### config.mk
export PLATFORM = sky130hd
export DESIGN_NAME = kmap_hold_timer
export DESIGN_NICKNAME = d
export VERILOG_FILES = /design/src/rtl/kmap_hold_timer.sv
export SDC_FILE = /design/constraint.sdc
export NUM_CORES = 1
export LEC_CHECK = 0
export ABC_AREA = 1
export CAP_MARGIN = 20
export CORE_AREA = 5 5 42 44
export CTS_CLUSTER_DIAMETER = 200
export DETAILED_ROUTE_END_ITERATION = 10
export DIE_AREA = 0 0 47 49
export GPL_TIMING_DRIVEN = 0
export SETUP_SLACK_MARGIN = 0.5
export SYNTH_ARGS = -nofsm -noshare
export SYNTH_HDL_FRONTEND = slang
export SYNTH_SLANG_ARGS = --single-unit
### constraint.sdc
create_clock -name clk -period 2.1 [get_ports clk]
set_input_delay 0.315 -clock clk [delete_from_list [all_inputs] [get_ports clk]]
set_output_delay 0.315 -clock clk [all_outputs]
set_load 0.005 [all_outputs]
### src/rtl/kmap_hold_timer.sv
// Hold-window timer: a down-counter reloaded to HOLD_CYCLES-1; 'last' flags the final cycle of each window.
module kmap_hold_timer #(
    parameter int HOLD_CYCLES = 4
) (
    input  logic clk,
    input  logic rst_n,
    input  logic load,
    input  logic en,
    output logic last
);

    localparam logic [7:0] RELOAD = 8'(HOLD_CYCLES - 1);

    logic [7:0] cnt;

    // Wraps back to RELOAD on its own so consecutive windows need no extra load pulse.
    always_ff @(posedge clk) begin
        if (!rst_n) begin
            cnt <= '0;
        end else if (load || (en && cnt == 8'd0)) begin
            cnt <= RELOAD;
        end else if (en) begin
            cnt <= cnt - 8'd1;
        end
    end

    assign last = (cnt == 8'd0);

endmodule

Yosys cells after proc, flatten, opt, wreduce, memory -nomap -nowiden
Cells that the tools add are included.
{"block": "totals", "ff_bits": 8, "output_inout_bits": 1, "in_bits": 4, "elab_cells": 11}
{"block": "classes", "mux": 2, "add_sub_neg": 1, "n_bitwise": 1, "reduce_logical": 5}
{"operator": "$logic_not 8->1", "n": 1}
{"operator": "$sub 8x1->8 const B", "n": 1}
{"operator": "$mux 2", "n": 2}
{"operator": "$reduce_bool 2->1", "n": 1}
{"operator": "$reduce_or 2->1", "n": 1}
{"operator": "$logic_and 1x1->1", "n": 1}
{"operator": "$logic_or 1x1->1", "n": 1}
{"operator": "$not 1->1", "n": 1}

Depth between registers and ports, before layout
{"block": "depth", "ltp_word": 4, "mapped_depth": 7, "depth_no_buf": 7}

Worst setup path before layout
OpenSTA, ideal clock, no wires.
{"block": "synth_timing", "path_kind": "flip-flop to flip-flop", "start": "register cnt[0]", "end": "register cnt[4]", "required_time_ns": 1.984, "arrival_ns": 0.988, "path_slack_ns": 0.995, "setup_ns": 0.116, "path_stages_with_launch": 8, "synth_period_minus_slack_ns": 1.105, "path_buffers": 0, "cell_sequence": "dfxtp_1 -> inv_2 -> ha_1 -> nand2_1 -> inv_2 -> nand3_1 -> xor2_1 -> nor2_2"}
{"block": "synth_between", "elab_chain_len": 4, "elab_cells_between_ends": 5, "cone_classes": "add/sub (1); reduce/logical (4)"}
{"element": "start: declaration", "line_no": "14", "text": "logic [7:0] cnt;"}
{"element": "start signal: assignment", "line_no": "23", "text": "cnt <= cnt - 8'd1;"}
{"element": "branches (longest 4 deep; another with $sub 8x1->8)"}
Parallel ways; which one is timed is not known.
A chain may end at the register's enable or synchronous reset.

Final worst setup path
{"block": "layout_timing", "start": "register cnt[5]", "end": "output last"}
{"block": "layout_between", "elab_chain_len": 1}
{"element": "$logic_not 8->1", "line_no": "27", "text": "assign last = (cnt == 8'd0);"}
{"element": "end: declaration", "line_no": "9", "text": "output logic last"}
No other way between the ends.

==> impl_metrics.toml <==
[run_status]
run_status = "complete, no violations"

[routing]
ant_nets = 0
drc = 0
wirelength_um = 880
initialDrtViolationCount = 3
viasPerCell = 4.37
vias = 415
dr.pass1.iters = 2
routedWlPerCell_um = 9.26

[yosys]
ys_types = 13
syn_inst = 69
yosys-top-cells-area = "dfxtp_1 35%, inv_1 11%, xor2_1 9.5%"
syn-num-nets = 75
netlist_area_um2 = 460
synth_edf_count = 0
yosysSeqAreaShare = 0.348
synth_top_area_share = 0.348
synth_warnings = 0
netlist.top_cell.by_area = "dfxtp_1"
ys_seq_elements = 8
ys.flop_type = "dfxtp_1"
yosys.cell_count.top_type = "inv_1"
synth_commonest_cells = "13 x inv_1, 11 x nand2_1, 11 x nor2_1"
syn_area_per_cell_um2 = 6.67
async_flop_share = 0

[power_and_ir_drop]
peakVddDrop_mv = 0.334
power.density_nw_per_um2 = 665
p_leak_nw = 0.284

[sta]
skew_ps = 2.11
report.final.slew_viol_count = 0
period_share = 0.718
finalCriticalPeriod_ps = 1510
finalHoldViolations = 0
rsz0062_at_grt = "false"
clock.fmax_mhz = 663
setup_violations = 0
worstMarginPinSlew_ps = 193
slew_headroom = 0.871
setup_tns_ps = 0

[clock_tree]
cts_tree = "built"
clock_path_buffers = 2
cts_hold_buf = 0
clock-root-buffer = "clkbuf_4"
clk_latency_ps = 260
h-tree-depth = 1
cts_sinks = 8
path_clk_slew_ps = 60
numCtsBuffers = 3

[die]
die_area_um2 = 2300
pin_count = 5
die_h_um = 49
coreArea_um2 = 1400
die_width_um = 47
start_util = 0.329
placementRows = 14

[place]
place.gp.congestion = 0.704
io_buffers = 4
dp_hpwl_um = 638

[layout]
fillers = 157
top_regs = "cnt (8)"
multi_input_area_um2 = 240
finish.utilization = 0.412
syn2layout_area_growth_pct = 25.3
diodes = 0
final-seq-area_um2 = 164
largest_register_ffs = 8
largest-register = "cnt"
nets = 87
drive_gt1_frac = 0.266

[job]
drv_cap = 0

[critical_path]
rrSetupSlack_ps = 830
path_buf_inv = 3
ff2ff_path_depth = 8
path_cells = "inv_2 > nand2_1 > nor2_2 > nand3_2 > inv_1 > clkdlybuf4s15_1"
worstSetupPathType = "reg2out"
cp.arrival_ps = 1190
crit_fanout = 3
r2r_end = "cnt[4]$_SDFFE_PP0P_"
critPathLaunch = "cnt[5]$_SDFFE_PP0P_"
crit_end = "last"
crit_path_end_kind = "primary output"
r2r_start = "cnt[0]$_SDFFE_PN0P_"
crit_cells = 6
critPathRequiredTime_ps = 1780
cp-start-kind = "flop"
critPathTopFamily = "flip-flops"
slowest_stage = "dfxtp_2"
critPathMaxStageDelay_ps = 320

[global_routing]
grt-ovfl-total = 0
grt_pass1_wl_um = 1660
antenna_found_initial = 0
grt_usage = 0.102
grt_start_max_net_pins = 7
grt_pass1_vias = 403

[min_path]
hp-class = "reg2reg"
hold_path_depth = 3
==> through the flow <==
step	setup WS, ps	hold slack (ps)	cells	cell area [um^2]	power (mW)
floorplan	995	496	69	460	0.229
global placement	550	520	89	520	0.254
detailed placement	545	526	89	520	0.254
CTS	537	547	94	559	0.380
global route	507	554	95	577	0.420
finish	591	532	95	577	0.384
==> kinds of logic (layout without fill, tap and decap cells) <==
| group | Yosys count | after routing | share of synthesized area |
|---|---|---|---|
| AOI/OAI and AO/OA | 4 | 4 | 0.0435 |
| xor gates and xnor gates | 5 | 5 | 0.0951 |
| adders and majority gates | 2 | 2 | 0.0543 |
| buffers and inverters | 18 | 28 | 0.147 |
| DFF | 8 | 8 | 0.348 |
| and+or+nand+nor | 32 | 32 | 0.313 |
==> tightest hold or removal path, delay by kind of cell (launching register included) <==
family,cells,cell delay [ps]
buffers and inverters,1,50
flip-flops,1,330
AO/OA/AOI/OAI,1,70
AND/OR/NAND/NOR,1,60
==> cell usage in the layout, fill, tap and decap left out <==
cell	n
clkdlybuf4s15_1	1
buf_4	3
a21oi_1	2
nand3_1	3
ha_2	1
inv_1	12
xor2_1	5
clkdlybuf4s50_1	3
dfxtp_2	3
nand3_2	2
nor2_2	3
ha_1	1
nand4_1	2
dfxtp_1	5
clkbuf_4	3
o21ai_0	2
nand2_1	11
inv_2	6
nor2_1	11
==> power by group <==
group / total [mW] / switching [mW] / internal (mW)
Combinational: 0.0950 / 0.0522 / 0.0428
Clock: 0.120 / 0.0547 / 0.0656
Sequential: 0.168 / 0.00669 / 0.162
Total: 0.384 / 0.114 / 0.270
==> final cells by class <==
type | count | area share
multi-input cells | 43 | 0.416
flip-flops and latches | 8 | 0.284
inverters | 18 | 0.117
repair buffers | 7 | 0.108
clock buffers | 3 | 0.0390
well taps | 16 | 0.0347
==> how the worst min path moves through the flow <==
stage	from	endpoint	slack, ps
after floorplan	rst_n	cnt[4]$_SDFFE_PP0P_	500
after global placement	cnt[7]$_SDFFE_PP0P_	cnt[7]$_SDFFE_PP0P_	520
after detailed placement	cnt[7]$_SDFFE_PP0P_	cnt[7]$_SDFFE_PP0P_	530
after CTS	cnt[0]$_SDFFE_PN0P_	cnt[0]$_SDFFE_PN0P_	550
after global routing	cnt[0]$_SDFFE_PN0P_	cnt[0]$_SDFFE_PN0P_	550
final	cnt[0]$_SDFFE_PN0P_	cnt[0]$_SDFFE_PN0P_	530
==> metal layers <==
| metal | share of wire | wire length [um] | GRT usage | vias to the layer above |
|---|---|---|---|---|
| li1 | - | - | - | 225 |
| met1 | 0.48 | 422 | 0.131 | 177 |
| met2 | 0.44 | 386 | 0.133 | 8 |
| met3 | 0.045 | 40 | 0.0443 | 5 |
| met4 | 0.033 | 29 | 0.0691 | 0 |
| met5 | 0 | 0 | 0 | - |
==> repair_timing <==
action,CTS,global route
pin swaps,2,1
setup endpoints to repair,1,1
setup buffers,2,1
gates resized for setup,3,5
No activity file was read; power rests on OpenSTA's default activity.
